<file path="config.mk">
export PLATFORM = sky130hd
export DESIGN_NAME = mac_operand_feeder
export DESIGN_NICKNAME = d
export VERILOG_FILES = /design/src/rtl/mac_operand_feeder.sv
export SDC_FILE = /design/constraint.sdc
export NUM_CORES = 1
export LEC_CHECK = 0
export BUFFER_PORTS_ARGS = -buffer_cell sky130_fd_sc_hd__buf_2
export CORE_AREA = 5 5 152 81
export CTS_CLUSTER_SIZE = 24
export DETAILED_ROUTE_END_ITERATION = 8
export DIE_AREA = 0 0 157 86
export PLACE_DENSITY = 0.62
export REMOVE_ABC_BUFFERS = 1
export SYNTH_ARGS = -nofsm -noshare
export SYNTH_HDL_FRONTEND = slang
export SYNTH_SLANG_ARGS = --single-unit
</file>
<file path="constraint.sdc">
create_clock -name clk_i -period 3 [get_ports clk_i]
set_clock_uncertainty 0.15 [all_clocks]
set_input_delay 0.6 -clock clk_i [delete_from_list [all_inputs] [get_ports clk_i]]
set_output_delay 0.6 -clock clk_i [all_outputs]
set_load 0.005 [all_outputs]
</file>
<file path="src/rtl/mac_operand_feeder.sv">
// mac_operand_feeder: packs an 8-bit byte stream into the X/Y operands, issues one MAC start
// and returns the MAC result, or a timeout error, on a valid/ready result port. Rev 1.0
`default_nettype none

module mac_operand_feeder #(
  parameter int ELEMS   = 4,
  parameter int OUTW    = 20,
  parameter int TIMEOUT = 64
) (
  input  logic               clk_i,
  input  logic               rst_ni,
  input  logic               in_valid_i,
  input  logic [7:0]         in_data_i,
  output logic               in_ready_o,
  output logic [ELEMS*8-1:0] mac_x_o,
  output logic [ELEMS*8-1:0] mac_y_o,
  output logic               mac_start_o,
  input  logic               mac_ready_i,
  input  logic [OUTW-1:0]    mac_out_i,
  output logic               res_valid_o,
  output logic [OUTW-1:0]    res_data_o,
  output logic               res_err_o,
  input  logic               res_ready_i
);

  localparam int XW     = ELEMS * 8;
  localparam int NBYTES = 2 * ELEMS;
  localparam int CNT_W  = (NBYTES > 1) ? $clog2(NBYTES) : 1;
  localparam int TCNT_W = (TIMEOUT > 1) ? $clog2(TIMEOUT) : 1;
  localparam logic [CNT_W-1:0]  C_LAST_BYTE = CNT_W'(NBYTES - 1);
  localparam logic [TCNT_W-1:0] C_TLIMIT    = TCNT_W'(TIMEOUT - 1);

  typedef enum logic [2:0] {
    S_LOAD      = 3'd0,
    S_START     = 3'd1,
    S_WAIT_BUSY = 3'd2,
    S_WAIT_DONE = 3'd3,
    S_RESULT    = 3'd4
  } state_e;

  state_e              state_q, state_d;
  logic [CNT_W-1:0]    cnt_q, cnt_d;
  logic [TCNT_W-1:0]   tcnt_q, tcnt_d;
  logic [2*XW-1:0]     ops_q, ops_d;
  logic [OUTW-1:0]     res_data_q, res_data_d;
  logic                res_err_q, res_err_d;
  logic                in_ready_q;
  logic                accept;
  logic                timeout;
  logic                in_tphase;

  // in_ready_q is only ever high while the state register holds S_LOAD
  assign accept    = in_valid_i & in_ready_q;
  assign timeout   = (tcnt_q == C_TLIMIT);
  assign in_tphase = (state_q == S_START) || (state_q == S_WAIT_BUSY) ||
                     (state_q == S_WAIT_DONE);

  always_comb begin
    state_d     = state_q;
    cnt_d       = cnt_q;
    tcnt_d      = tcnt_q;
    ops_d       = ops_q;
    res_data_d  = res_data_q;
    res_err_d   = res_err_q;
    mac_start_o = 1'b0;

    if (in_tphase && !timeout) begin
      tcnt_d = tcnt_q + TCNT_W'(1);
    end

    case (state_q)
      S_LOAD: begin
        if (accept) begin
          ops_d[int'(cnt_q)*8 +: 8] = in_data_i;
          if (cnt_q == C_LAST_BYTE) begin
            state_d = S_START;
            cnt_d   = '0;
            tcnt_d  = '0;
          end else begin
            cnt_d = cnt_q + CNT_W'(1);
          end
        end
      end
      S_START: begin
        // An expiring budget suppresses the pulse so no MAC op is left orphaned
        if (timeout) begin
          state_d    = S_RESULT;
          res_err_d  = 1'b1;
          res_data_d = '0;
        end else if (mac_ready_i) begin
          mac_start_o = 1'b1;
          state_d     = S_WAIT_BUSY;
        end
      end
      S_WAIT_BUSY: begin
        if (timeout) begin
          state_d    = S_RESULT;
          res_err_d  = 1'b1;
          res_data_d = '0;
        end else if (!mac_ready_i) begin
          state_d = S_WAIT_DONE;
        end
      end
      S_WAIT_DONE: begin
        if (mac_ready_i) begin
          state_d    = S_RESULT;
          res_err_d  = 1'b0;
          res_data_d = mac_out_i;
        end else if (timeout) begin
          state_d    = S_RESULT;
          res_err_d  = 1'b1;
          res_data_d = '0;
        end
      end
      S_RESULT: begin
        if (res_ready_i) begin
          state_d   = S_LOAD;
          res_err_d = 1'b0;
          cnt_d     = '0;
        end
      end
      default: begin
        state_d = S_LOAD;
      end
    endcase
  end

  always_ff @(posedge clk_i or negedge rst_ni) begin
    if (!rst_ni) begin
      state_q    <= S_LOAD;
      cnt_q      <= '0;
      tcnt_q     <= '0;
      ops_q      <= '0;
      res_data_q <= '0;
      res_err_q  <= 1'b0;
      in_ready_q <= 1'b0;
    end else begin
      state_q    <= state_d;
      cnt_q      <= cnt_d;
      tcnt_q     <= tcnt_d;
      ops_q      <= ops_d;
      res_data_q <= res_data_d;
      res_err_q  <= res_err_d;
      in_ready_q <= (state_d == S_LOAD);
    end
  end

  assign in_ready_o  = in_ready_q;
  assign mac_x_o     = ops_q[XW-1:0];
  assign mac_y_o     = ops_q[2*XW-1:XW];
  assign res_valid_o = (state_q == S_RESULT);
  assign res_data_o  = res_data_q;
  assign res_err_o   = res_err_q;

endmodule

`default_nettype wire
</file>
==> results_dict.tcl, run 1 <==
set metrics [dict create \
    fin_crit_sh 0.850 \
    antenna_found_initial 0 \
    synthArstFlopShare 1.00 \
    cts_hold_buf 0 \
    grt_max_degree 42 \
    clk_path_buf_depth 2 \
    switching_share 0.330 \
    dieHeight_um 86 \
    status "finished, final reports clean" \
    vias 2986 \
    grt_pass1_wl_mm 16.6 \
    synthDistinctLibCells 41 \
    comb_power_share 0.346 \
    ant_nets 0 \
    area_growth_pct 25.5 \
    syn_area_sq_mm 0.00422 \
    tns_ps 0 \
    avgSynthCellArea_sq_um 13.1 \
    end_kind "flip-flop" \
    die-area_sq_mm 0.0135 \
    p_per_area_mw_per_mm2 981 \
    finalHoldViolCount 0 \
    crit_start "cnt_q[0]" \
    cts.sinks 98 \
    num_rows 27 \
    yosysWarningCount 0 \
    maxCapViolCount 0 \
    cts_root_buf "clkbuf_16" \
    max-vdd-ir-drop_mv 0.361 \
    diodes 0 \
    clk_latency_ps 330 \
    crit_type "reg2reg" \
    htree_levels 3 \
    ios 121 \
    final_layout_size_suffix_gt1_frac 0.471 \
    rsz0062_at_grt "no" \
    whs_ps 88.0 \
    cts_tree "done" \
    worstPathMaxFanout 16 \
    tightest_slew_ps 771 \
    detail_route.iter0.violations 143 \
    via_per_inst 5.02 \
    cts_buffers 9 \
    place_congestion 0.814 \
    slew_violations 0 \
    track_usage 0.157 \
    p_leak_nw 2.83 \
    layout.nets 485 \
    cp_data_required_time_ps 3050 \
    dp_hpwl_mm 7.77 \
    gr-total-overflow 0 \
    fillers 1009 \
    slew_headroom 0.485 \
    drc 0 \
    cts.reportedPaths.clkPinSlew_ps 70 \
    start_util 0.392 \
    synthCells 321 \
    timing.fmax_mhz 392 \
    worstReg2RegStart "cnt_q[0]" \
    p_int_w 0.00348 \
    first_pass_iters 4 \
    arrival_ps 2600 \
    setup_viol 0 \
    synth_edf_count 0 \
    port_buffers 120 \
    wl_mm 10.3 \
    cts-resized-gates 0 \
    yosys_most_used_dff "dfrtp_1" \
    p_switching_w 0.00171 \
    start_kind "flip-flop" \
    grt_pass1_vias 3037 \
    pwr-share-clk 0.242 \
    post_cts_buffers 0 \
    core-area_sq_mm 0.0108 \
    fin_crit_ps 2550 \
    hold_class "in2async" \
    wl_per_cell_um 17.3 \
    die_w_um 157 \
    seq_power_share 0.412 \
    synth_seq_area_share 0.581 \
    synth_seq_cells 98 \
]
cell families (layout without fill, tap and decap cells):
family          count (synthesis)  count (layout)  synth area share
flops                          98              98             0.581
simple gates                   93              93             0.130
mux                            59              59             0.158
compound gates                 42              42            0.0750
buf+inv                        20             149            0.0314
fa+ha+maj                       7               7            0.0208
xor+xnor                        2               2           0.00415
through the flow:
stage	instances	total power (W)	area (sq um)	util	setup WS [ps]
2_1_floorplan	307	0.00314	4110	-	142
3_3_place_gp	579	0.00392	4970	0.461	595
3_5_place_dp	579	0.00397	4970	0.461	473
4_1_cts	595	0.00526	5300	0.491	476
5_1_grt	595	0.00556	5300	0.491	191
6_report	595	0.00520	5300	0.491	451
per-layer routing:
| layer | vias to the layer above | global-route usage | wire, um |
|---|---|---|---|
| li1 | 1395 | - | - |
| met1 | 1493 | 0.235 | 5220 |
| met2 | 96 | 0.225 | 4310 |
| met3 | 2 | 0.0484 | 739 |
| met4 | 0 | 0.0307 | 25 |
| met5 | - | 0 | 0 |
flip-flops by register name (all words and copies together), names as in the netlist:
signal,flops
ops_q,64
res_data_o,20
tcnt_q,6
cnt_q,3
state_q,3
in_ready_o,1
res_err_o,1
path summary, 6_finish.rpt:
| path | slack, ps | cells after the start | to |
|---|---|---|---|
| worst min register to register | 340 | 2 | ops_q[38] |
| max in group asynchronous | 1930 | 2 | res_err_o |
| worst max register to register | 450 | 7 | ops_q[33] |
| min in group clk_i | 340 | 2 | res_data_o[12] |
| worst min-delay path | 90 | 1 | ops_q[21] |
| worst max-delay path | 450 | 7 | ops_q[33] |
placed cells by master, fill, tap and decap left out, types with 2 or more instances in the layout:
| cell type | count |
|---|---|
| clkbuf_16 | 9 |
| a22o_1 | 21 |
| nor4_1 | 2 |
| inv_1 | 6 |
| dfrtp_1 | 98 |
| a21oi_1 | 3 |
| buf_2 | 119 |
| xor2_1 | 2 |
| nor3_1 | 6 |
| ha_1 | 7 |
| nand3_1 | 5 |
| and3_1 | 3 |
| nor4b_1 | 2 |
| o21ai_0 | 9 |
| nor3b_1 | 4 |
| nand2_1 | 21 |
| clkinv_4 | 2 |
| nand4_1 | 3 |
| and3_2 | 5 |
| mux2i_1 | 2 |
| mux2_2 | 56 |
| bufinv_16 | 2 |
| and2_1 | 25 |
| nor2_1 | 9 |
| buf_4 | 7 |
synth_stat cells (all sizes together), types with 2 or more instances:
| cell type | n | share of area |
|---|---|---|
| xor2 | 2 | 0.0042 |
| nand3 | 6 | 0.0083 |
| and3 | 8 | 0.013 |
| nand4 | 3 | 0.0044 |
| nor3b | 4 | 0.0071 |
| o21ai | 10 | 0.012 |
| a22o | 22 | 0.046 |
| mux2i | 2 | 0.0047 |
| a21oi | 3 | 0.0036 |
| dfrtp | 98 | 0.58 |
| nor3 | 7 | 0.011 |
| buf | 11 | 0.023 |
| inv | 6 | 0.0053 |
| and2 | 25 | 0.037 |
| nor4 | 2 | 0.0030 |
| ha | 7 | 0.021 |
| clkbuf | 3 | 0.0027 |
| mux2 | 57 | 0.15 |
| nor2 | 9 | 0.0080 |
| nor4b | 3 | 0.0098 |
| nand2 | 21 | 0.019 |
power groups by stage:
stage | registers (W) | logic [W] | clock network, W
after floorplan | 0.00213 | 0.00101 | 0
after global placement | 0.00214 | 0.00178 | 0
after detailed placement | 0.00215 | 0.00182 | 0
after CTS | 0.00213 | 0.00182 | 0.00130
after global routing | 0.00220 | 0.00201 | 0.00134
final | 0.00214 | 0.00180 | 0.00126
critical path: stages (launching register included):
cell and delay, ps:
dfrtp_1 530, inv_1 160, ha_1 230, ha_1 330
nor4b_4 220, nand4_1 480, nand2_1 220, o21ai_0 100
final cells by class:
class	count	area (sq um)	area share
Inverter	6	22.5	0.00425
Clock inverter	5	86.3	0.0163
Sequential cell	98	2450	0.463
Clock buffer	11	243	0.0458
Timing Repair Buffer	127	668	0.126
Tap cell	145	181	0.0343
Multi-Input combinational cell	203	1640	0.310
Power figures use the tool's default switching activity.
==> run 2, diff against run 1 <==
==> constraint.sdc (replaced) <==
create_clock -name clk_i -period 2.4 [get_ports clk_i]
set_clock_uncertainty 0.15 [all_clocks]
set_input_delay 0.48 -clock clk_i [delete_from_list [all_inputs] [get_ports clk_i]]
set_output_delay 0.48 -clock clk_i [all_outputs]
set_load 0.005 [all_outputs]
==> results_dict.tcl, run 2 (synthesized netlist as in run 1, its figures left out) <==
set metrics [dict create \
    use_met2 0.239 \
    antenna_found_initial 1 \
    cts_buffers 9 \
    r2r_cells 6 \
    vias 3035 \
    port_buffers 120 \
    clk_latency_ps 330 \
    timing.fmax_mhz 447 \
    r2r_setup_slack_ps 160 \
    layout.nets 490 \
    max-vdd-ir-drop_mv 0.445 \
    holdPathStages 2 \
    grt.busiest_layer "met2" \
    worstReg2RegEnd "ops_q[48]" \
    core-area_sq_mm 0.0108 \
    cts_tree "done" \
    wl_mm 10.7 \
    fin_ws_ps 163 \
    gr-total-overflow 0 \
    finalHoldViolCount 0 \
    place_congestion 0.800 \
    layout_commonest_cell "buf_2" \
    maxCapViolCount 0 \
    start_util 0.392 \
    status "finished, final reports clean" \
    cts.reportedPaths.clkPinSlew_ps 70 \
    whs_ps 215 \
    p_leak_nw 2.83 \
    clk_path_buf_depth 2 \
    grt_max_degree 36 \
    regMostFlops "ops_q" \
    crit_type "reg2reg" \
    wl_per_cell_um 17.7 \
    ant_nets 0 \
    ios 121 \
    p_per_area_mw_per_mm2 1200 \
    slew_headroom 0.664 \
    dp_hpwl_mm 8.19 \
    end_kind "flip-flop" \
    start_kind "flip-flop" \
    first_pass_iters 4 \
    die_w_um 157 \
    worstHoldStart "res_ready_i" \
    use_met3 0.0524 \
    num_rows 27 \
    min_to "state_q[2]" \
    slew_violations 0 \
    dpl_worst_slack_ps 86.8 \
    track_usage 0.160 \
    final_design_area_no_fill_sq_mm 0.00532 \
    grt_pass1_vias 3155 \
    tns_ps 0 \
    place_area_sq_mm 0.00500 \
    mostFrequentLayoutCells "119 x buf_2, 98 x dfrtp_1, 56 x mux2_2" \
    rsz0062_at_grt "no" \
    tightest_slew_ps 502 \
    die-area_sq_mm 0.0135 \
    drc 0 \
    arrival_ps 2310 \
    worstReg2RegStart "cnt_q[1]" \
    worstPathMaxFanout 8 \
    fin_crit_ps 2240 \
    area_growth_pct 26.1 \
    cts.sinks 98 \
    final_layout_size_suffix_gt1_frac 0.488 \
    power.total_w 0.00640 \
    hold_class "in2reg" \
    htree_levels 3 \
    dieHeight_um 86 \
    detail_route.iter0.violations 140 \
    cts_root_buf "clkbuf_16" \
    setup_viol 0 \
    cp_data_required_time_ps 2470 \
    fin_crit_sh 0.932 \
    met1_usage 0.234 \
    grt_pass1_wl_mm 17.0 \
    via_per_inst 5.05 \
    largest_reg_flops 64 \
]
==> run 2: cell types whose count changed in the layout (fill, tap and decap cells not counted), sizes merged <==
cell	delta
buf	+4
inv	+3
bufinv	-2
clkinv	-2
clkinvlp	+2
clkbuf	-1
diode	+1
dlygate4sd3	+1
==> run 2: per-stage QoR <==
| step | cells | utilization |
|---|---|---|
| final | 601 | 0.494 |
| after detailed placement | 583 | 0.464 |
| after floorplan | 307 | - |
| after CTS | 600 | 0.492 |
| after global placement | 583 | 0.464 |
| after global routing | 600 | 0.494 |
==> run 2: cell type report <==
cell class	instances	area, sq um
multi-input cells	203	1660
clock buffers	10	239
well taps	145	181
diodes	1	2.50
clock inverters	6	55.1
inverters	6	22.5
flip-flops and latches	98	2450
repair buffers	132	708
fillers	955	5450
==> run 2: worst max-delay path, stage by stage, from the launching register on <==
cell,delay [ps]
dfrtp_1,430
inv_1,90
ha_1,200
ha_1,320
nor2_1,200
and3_2,360
mux2_2,370
==> run 2: report_power, final <==
part / switching (W) / internal (W)
clock network: 0.000659 / 0.000754
logic: 0.00115 / 0.00120
registers: 0.000403 / 0.00224
total: 0.00221 / 0.00419
==> run 2: repair_timing <==
action,in CTS,in global routing
setup endpoints to repair,0,33
endpoints found under the hold margin,31,0
hold buffers,1,0
buffers inserted,0,0
resized for setup,0,5
==> run 2: worst max-delay path by stage <==
stage / startpoint / end / slack [ps] / cells past startpoint
after floorplan: state_q[2] / state_q[2] / -380 / 3
after global placement: cnt_q[1] / ops_q[21] / 170 / 6
after detailed placement: cnt_q[1] / ops_q[19] / 90 / 6
after CTS: cnt_q[1] / ops_q[54] / 60 / 6
after global routing: tcnt_q[0] / mac_start_o / 50 / 5
final: cnt_q[1] / ops_q[48] / 160 / 6
==> run 2: metal layers <==
layer / vias to the layer above / routed length, um
li1: 1405 / -
met1: 1545 / 5380
met2: 83 / 4540
met3: 2 / 730
met4: 0 / 14
met5: - / 0
